[src/rtl/key_cmd_pkg.sv]
// rtl/key_cmd_pkg.sv - key indices, priority order and default timing for key_cmd_gen
package key_cmd_pkg;

    localparam int NUM_KEYS  = 4;
    localparam int KEY_LEFT  = 0;
    localparam int KEY_RIGHT = 1;
    localparam int KEY_DOWN  = 2;
    localparam int KEY_ROT   = 3;

    localparam logic [15:0] DEF_DEBOUNCE_CYCLES = 16'd50000;
    localparam logic [23:0] DEF_REPEAT_DELAY    = 24'd5000000;
    localparam logic [23:0] DEF_REPEAT_RATE     = 24'd1500000;
    localparam int          DEF_CNT_W           = 24;

    // Lower key index wins: left > right > down > rot.
    function automatic logic [NUM_KEYS-1:0] prio_grant(input logic [NUM_KEYS-1:0] req);
        logic [NUM_KEYS-1:0] g;
        g = '0;
        for (int k = NUM_KEYS - 1; k >= 0; k--) begin
            if (req[k]) begin
                g    = '0;
                g[k] = 1'b1;
            end
        end
        return g;
    endfunction

endpackage

[src/rtl/key_debounce.sv]
// rtl/key_debounce.sv - per-key synchroniser, debouncer, hold counter and press/repeat events
module key_debounce
    import key_cmd_pkg::*;
#(
    parameter logic [15:0] DEBOUNCE_CYCLES = DEF_DEBOUNCE_CYCLES,
    parameter logic [23:0] REPEAT_DELAY    = DEF_REPEAT_DELAY,
    parameter logic [23:0] REPEAT_RATE     = DEF_REPEAT_RATE,
    parameter bit          REPEAT_EN       = 1'b1,
    parameter int          CNT_W           = DEF_CNT_W
) (
    input  logic clk,
    input  logic rst,
    input  logic btn,
    output logic stable,
    output logic key_event
);

    localparam logic [CNT_W-1:0] HC_MAX  = '1;
    localparam logic [CNT_W-1:0] RD      = CNT_W'(REPEAT_DELAY);
    localparam logic [CNT_W-1:0] RR_LAST = CNT_W'(REPEAT_RATE - 24'd1);

    logic             sync1;
    logic             s;
    logic             stable_q;
    logic [15:0]      db_cnt;
    logic [CNT_W-1:0] hc;
    logic [CNT_W-1:0] rate_cnt;
    logic             press;
    logic             repeat_hit;

    always_comb begin
        press      = stable & ~stable_q;
        repeat_hit = stable & ((hc == RD) | ((hc > RD) & (rate_cnt == RR_LAST)));
        key_event  = press | (REPEAT_EN & repeat_hit);
    end

    always_ff @(posedge clk) begin
        if (rst) begin
            sync1    <= 1'b0;
            s        <= 1'b0;
            stable   <= 1'b0;
            stable_q <= 1'b0;
            db_cnt   <= '0;
            hc       <= '0;
            rate_cnt <= '0;
        end else begin
            sync1    <= btn;
            s        <= sync1;
            stable_q <= stable;

            if (s == stable) begin
                db_cnt <= '0;
            end else if (db_cnt == DEBOUNCE_CYCLES - 16'd1) begin
                stable <= s;
                db_cnt <= '0;
            end else begin
                db_cnt <= db_cnt + 16'd1;
            end

            // hc is 0 on the press cycle, so it counts cycles since press while held.
            if (!stable) begin
                hc       <= '0;
                rate_cnt <= '0;
            end else begin
                if (hc != HC_MAX) hc <= hc + CNT_W'(1);
                if (repeat_hit || hc <= RD) rate_cnt <= '0;
                else                        rate_cnt <= rate_cnt + CNT_W'(1);
            end
        end
    end

endmodule

[src/rtl/key_cmd_gen.sv]
// rtl/key_cmd_gen.sv - pending bits, left/right conflict mask and priority arbiter for move commands
module key_cmd_gen
    import key_cmd_pkg::*;
#(
    parameter logic [15:0] DEBOUNCE_CYCLES = DEF_DEBOUNCE_CYCLES,
    parameter logic [23:0] REPEAT_DELAY    = DEF_REPEAT_DELAY,
    parameter logic [23:0] REPEAT_RATE     = DEF_REPEAT_RATE,
    parameter bit          ROT_REPEAT      = 1'b0,
    parameter int          CNT_W           = DEF_CNT_W
) (
    input  logic clk,
    input  logic rst,
    input  logic btn_left,
    input  logic btn_right,
    input  logic btn_down,
    input  logic btn_rot,
    output logic left,
    output logic right,
    output logic down,
    output logic ro
);

    logic [NUM_KEYS-1:0] btn_vec;
    logic [NUM_KEYS-1:0] stable_vec;
    logic [NUM_KEYS-1:0] event_vec;
    logic [NUM_KEYS-1:0] pending;
    logic [NUM_KEYS-1:0] pending_n;
    logic [NUM_KEYS-1:0] grant;
    logic [NUM_KEYS-1:0] cmd;

    assign btn_vec[KEY_LEFT]  = btn_left;
    assign btn_vec[KEY_RIGHT] = btn_right;
    assign btn_vec[KEY_DOWN]  = btn_down;
    assign btn_vec[KEY_ROT]   = btn_rot;

    for (genvar k = 0; k < NUM_KEYS; k++) begin : g_key
        key_debounce #(
            .DEBOUNCE_CYCLES(DEBOUNCE_CYCLES),
            .REPEAT_DELAY   (REPEAT_DELAY),
            .REPEAT_RATE    (REPEAT_RATE),
            .REPEAT_EN      ((k == KEY_ROT) ? ROT_REPEAT : 1'b1),
            .CNT_W          (CNT_W)
        ) u_key (
            .clk      (clk),
            .rst      (rst),
            .btn      (btn_vec[k]),
            .stable   (stable_vec[k]),
            .key_event(event_vec[k])
        );
    end

    // Masking with stable drops a key's pending bit on release; left+right held together cancel.
    always_comb begin
        grant     = prio_grant(pending);
        pending_n = ((pending & ~grant) | event_vec) & stable_vec;
        if (stable_vec[KEY_LEFT] && stable_vec[KEY_RIGHT]) begin
            pending_n[KEY_LEFT]  = 1'b0;
            pending_n[KEY_RIGHT] = 1'b0;
        end
    end

    always_ff @(posedge clk) begin
        if (rst) begin
            pending <= '0;
            cmd     <= '0;
        end else begin
            pending <= pending_n;
            cmd     <= grant;
        end
    end

    assign left  = cmd[KEY_LEFT];
    assign right = cmd[KEY_RIGHT];
    assign down  = cmd[KEY_DOWN];
    assign ro    = cmd[KEY_ROT];

endmodule

[config.mk]
export PLATFORM = sky130hd
export DESIGN_NAME = key_cmd_gen
export DESIGN_NICKNAME = d
export VERILOG_FILES = /design/src/rtl/key_cmd_pkg.sv /design/src/rtl/key_debounce.sv /design/src/rtl/key_cmd_gen.sv
export SDC_FILE = /design/constraint.sdc
export NUM_CORES = 1
export LEC_CHECK = 0
export BUFFER_PORTS_ARGS = -buffer_cell sky130_fd_sc_hd__buf_2
export CAP_MARGIN = 15
export CORE_MARGIN = 2
export CORE_UTILIZATION = 30
export DETAILED_ROUTE_END_ITERATION = 16
export PLACE_DENSITY_LB_ADDON = 0.3
export SLEW_MARGIN = 20
export SYNTH_ARGS = -nofsm -noshare
export SYNTH_HDL_FRONTEND = slang
export SYNTH_SLANG_ARGS = --single-unit
[constraint.sdc]
create_clock -name clk -period 3.3 [get_ports clk]
set_input_delay 0.66 -clock clk [delete_from_list [all_inputs] [get_ports clk]]
set_output_delay 0.66 -clock clk [all_outputs]
set_load 0.05 [all_outputs]
# --- Word level (Yosys, flattened, before mapping) ---
# Cells that the tools add are included.
op_classes:
  magnitude_cmp: 6
  bitwise_logic: 31
  mux: 4
  reduce_logical: 19
  addsub: 10
  n_eq_ne: 17
ops:
  columns: ["operator", "count"]
  rows:
  - ["$add A24 B1 Y24 const B", 6]
  - ["$eq A24 B21 Y1 const B", 3]
  - ["$eq A24 B23 Y1 const B", 3]
  - ["$gt A24 B23 Y1 const B", 3]
  - ["$le A24 B23 Y1 const B", 3]
  - ["$ne A24 B24 Y1 const B", 3]
  - ["$add A16 B1 Y16 const B", 4]
  - ["$eq A16 B16 Y1 const B", 4]
  - ["$reduce_or A3 Y1", 7]
  - ["$mux W4", 4]
  - ["$not A1 Y1", 11]
  - ["$and A1 B1 Y1", 10]
  - ["$and A4 B4 Y4", 2]
  - ["$reduce_and A2 Y1", 4]
  - ["$reduce_or A2 Y1", 4]
  - ["$or A1 B1 Y1", 6]
  - ["$eq A1 B1 Y1", 4]
  - ["$not A4 Y4", 1]
  - ["$or A4 B4 Y4", 1]
  - ["$logic_or A1 B1 Y1", 3]
  - ["$logic_and A1 B1 Y1", 1]
word_totals:
  input_bits: 6
  regBits: 232
  out_inout_bits: 4
  elab_cells: 116

# --- Logic depth before layout (Yosys ltp) ---
depth:
  word_depth: 8
  ltp_mapped: 8
  ltp_nobuf: 7

# --- Cells and area by module ---
# Synthesis repeated with hierarchy kept, for this count alone.
hier_totals:
  hier_cells: 1267
  hier_area_um2: 11370.9
by_module_without_submodules:
  columns: ["module", "cells_each", "n_inst", "area_each_um2", "seq_area_each_um2"]
  rows:
  - ["key_debounce at g_key[0].u_key ...", 385, 3, 3427.0, 1361.3]
  - ["key_debounce at g_key[3].u_key", 90, 1, 834.6, 400.4]
  - ["key_cmd_gen", 22, 1, 255.2, 160.2]

# --- Worst setup path after synthesis ---
# Ideal clock, no wire load.
synth_timing:
  kind: "reg-to-reg"
  from: "reg g_key[1].u_key.hc[8]"
  to: "reg g_key[1].u_key.hc[23]"
  setup_ps: 71
  slack_ps: 1207
  path_buffers: 1
  t_arrival_ps: 2022
  stages_incl_launch_ff: 7
  path_cell_list: "dfxtp_1 nand3_2 nor4_4 or3b_1 clkbuf_1 or4_1 a21oi_1"
synth_via:
  elab_chain_cells: 1
  word_cells_on_any_way: 2
  cone_classes: "add/sub: 1; eq/ne: 1"
synth_lines:
  columns: ["item", "line_no", "source"]
  rows:
  - ["start, declared", "key_debounce.sv:26", "logic [CNT_W-1:0] hc;"]
  - ["start signal, assigned", "key_debounce.sv:65", "if (hc != HC_MAX) hc <= hc + CNT_W'(1);"]
  - ["$add A24 B1 Y24 or $ne A24 B24 Y1 (tied branches)", "key_debounce.sv:65", null]
# Several ways; a longest one is shown, not always the timed one.
# A chain may end at the register's enable or synchronous reset.

# --- Worst setup path in the final report ---
layout_timing:
  from: "reg g_key[1].u_key.hc[0]"
  to: "reg g_key[1].u_key.hc[11]"
# Same word-level chain as after synthesis.

==> flow_metrics.tcl <==
set metrics [dict create \
    drv_slew 0 \
    port_buffers 9 \
    grt_setup_unrepaired "false" \
    synth-xor-area-share 0.144 \
    fmaxAchievable_ghz 0.429 \
    p_leak_uw 0.00370 \
    antenna_cells 0 \
    cp_num_buf_inv 1 \
    tightest_slew_ns 0.840 \
    cts_root_buf "clkbuf_16" \
    path_delay_family "compound AO/OA/AOI/OAI gates" \
    post_drt_wl_per_cell_um 11.9 \
    ys.warnings.count 0 \
    cts_made_buffers 27 \
    viasPerCell 4.77 \
    path_max_fanout 15 \
    tns_ns 0 \
    grt_start_max_net_pins 26 \
    synth_area_um2 10600 \
    coreArea_um2 34700 \
    ys_types 54 \
    hold_buffers 0 \
    hold_viol 0 \
    setup.worst_path.start_class "flip-flop" \
    synth_cells 1239 \
    clockBufferDepth 3 \
    yosysSeqAreaShare 0.438 \
    reg2reg_from "g_key[1].u_key.hc[0]$_SDFFE_PP0P_" \
    yosysTopAreaCell "dfxtp_1" \
    clk_latency_ns 0.54 \
    arrival_ns 2.76 \
    synth_fp_nets 1258 \
    required_ns 3.73 \
    wl_met3_um 607 \
    pre_cts_ws_ns 0.971 \
    timing.critical_path.mode_cell "nand4_1" \
    die_area_um2 36900 \
    top_layer "met4" \
    synth-edff-count 0 \
    wl_met2_mm 8.96 \
    fin_skew_ns 0.0139 \
    reg2reg_slack_ns 0.97 \
    synthTopCellsByArea "dfxtp_1 44%, xnor2_1 9.2%, nor2_1 7.3%" \
    start_util 0.306 \
    wl_met1_mm 10.5 \
    syn_area_per_cell_um2 8.56 \
    cts_setup_buffers 0 \
    synthTopCellsByCount "232 x dfxtp_1, 206 x nor2_1, 112 x xnor2_1, 81 x nand2_1, 80 x nand3_1" \
    synth.area.mux_share 0.00472 \
    vdd_drop_max_uv 344 \
    hp-class "input port to flip-flop" \
    cp_slowest_stage_delay_ns 0.79 \
    ant_nets 0 \
    synth_flop_cell "dfxtp_1" \
    fin_crit_ns 2.33 \
    crit_type "flip-flop to flip-flop" \
    grt_pass1_wl_mm 35.9 \
    die_x_um 192 \
    crit_path_end "g_key[1].u_key.hc[11]$_SDFFE_PP0P_" \
    drv_cap 0 \
    grt_usage 0.113 \
    cts_num_sinks 232 \
    outcome "completed" \
    power_density_nw_per_um2 483 \
    cts_tree "built" \
    r2r_end "g_key[1].u_key.hc[11]$_SDFFE_PP0P_" \
    synth_adder_area_share 0.0153 \
    remaining_drc_errors 0 \
    timing.final.crit_share 0.706 \
    async_flop_share 0 \
    startpoint "g_key[1].u_key.hc[0]$_SDFFE_PP0P_" \
    slew_headroom 0.425 \
    cts_max_level 1 \
    fp-row-count 68 \
    drive_gt1_frac 0.0594 \
    grt_pass1_vias 7704 \
    cts_resized 0 \
    die_h_um 192 \
    slowest_stage "a2111oi_0" \
    vias 8192 \
    place_hpwl_mm 13.6 \
    drt_pass1_iterations 4 \
    yosysMostFrequentCell "dfxtp_1" \
    drt_iter0_markers 388 \
    drt_wl_total_mm 20.5 \
    synth-compound-area-share 0.0596 \
    nFillCells 3568 \
    nNetsFinal 1263 \
    path_cells "ha_1 > nand4_1 > nor3_1 > buf_4 > a2111oi_0 > nand4_1 > mux2i_1" \
    cts.clk_slew.worst_paths_ns 0.06 \
    synth_top_family_by_area "simple AND/OR/NAND/NOR gates" \
    gp_congestion 0.788 \
    ios 10 \
    overflow 0 \
    setup_viol 0 \
    post-synth-top-area-fraction 0.438 \
    antenna_found_initial 0 \
    r2r_cells 7 \
    crit_cells 7 \
    yosys.area_share.simple 0.310 \
    ys_seq_elements 232 \
    end_kind "flip-flop" \
    setup_slack_ns 0.970 \
    area_growth_pct 13.6 \
]
-- worst min-delay path by stage --
stage                                             from                              end  cells after the start
global placement    g_key[3].u_key.stable_q$_SDFF_PP0_            pending[3]$_SDFF_PP0_                      1
CTS                                           btn_down  g_key[2].u_key.sync1$_SDFF_PP0_                      2
finish                                        btn_down  g_key[2].u_key.sync1$_SDFF_PP0_                      2
detailed placement  g_key[3].u_key.stable_q$_SDFF_PP0_            pending[3]$_SDFF_PP0_                      1
floorplan           g_key[3].u_key.stable_q$_SDFF_PP0_            pending[3]$_SDFF_PP0_                      1
global route                                  btn_down  g_key[2].u_key.sync1$_SDFF_PP0_                      2
-- logic make-up (layout without fill, tap and decap cells) --
kind of cell | Yosys count | after routing
compound gates | 96 | 96
xor+xnor | 175 | 175
fa+ha+maj | 13 | 13
buf+inv | 78 | 102
flops | 232 | 232
mux | 5 | 5
simple gates | 640 | 640
-- sequential cells by signal, summed over array words and instances, names as in the netlist --
register,cells
g_key.u_key.stable,4
g_key.u_key.stable_q,4
pending,4
g_key.u_key.db_cnt,64
g_key.u_key.hc,72
cmd,4
g_key.u_key.rate_cnt,72
g_key.u_key.s,4
g_key.u_key.sync1,4
-- report_power, final --
group	switching [µW]	internal, µW
combinational	13.3	7.48
clock	1160	1840
sequential	3.07	2810
total	1180	4650
-- routing by layer --
metal  vias to the layer above  track usage
met1                      3740        0.155
met3                        33       0.0166
met2                        82        0.185
met4                         0       0.0311
li1                       4337            -
met5                         -            0
-- metrics by stage --
stage | cells | total power, µW | utilization | cell area (µm²) | hold WS [ns]
2_1_floorplan | 1239 | 2890 | - | 10600 | 0.393
3_3_place_gp | 1670 | 2890 | 0.321 | 11100 | 0.404
3_5_place_dp | 1670 | 2890 | 0.321 | 11100 | 0.412
4_1_cts | 1718 | 5930 | 0.347 | 12100 | 0.310
5_1_grt | 1718 | 6040 | 0.347 | 12100 | 0.335
6_report | 1718 | 5830 | 0.347 | 12100 | 0.332
-- cells in the final DEF, fill, tap and decap left out, drive strengths merged, types with 5 or more instances in the layout --
cell type  instances
and4              22
nor2b             12
nand2b             6
dfxtp            232
nand2             81
or3               12
nor4bb             5
nand4             56
xnor2            112
o31ai              5
nor3              59
clkbuf            39
buf               22
nand3             81
xor2              63
nor2             206
inv               32
clkinv             7
a2111oi            5
a21oi             39
nor4b              9
a211oi            12
o21ai             10
and3              30
mux2i              5
a21boi             5
and2               8
nor4              21
or4               17
ha                13
-- cell type report --
class,instances,area (µm²),area share
repair buffers,22,143,0.0118
multi-input cells,929,5670,0.470
clock buffers,39,801,0.0664
well taps,455,569,0.0472
inverters,32,120,0.00997
flip-flops and latches,232,4640,0.385
clock inverters,9,110,0.00914
(Power assumes the default switching activity.)
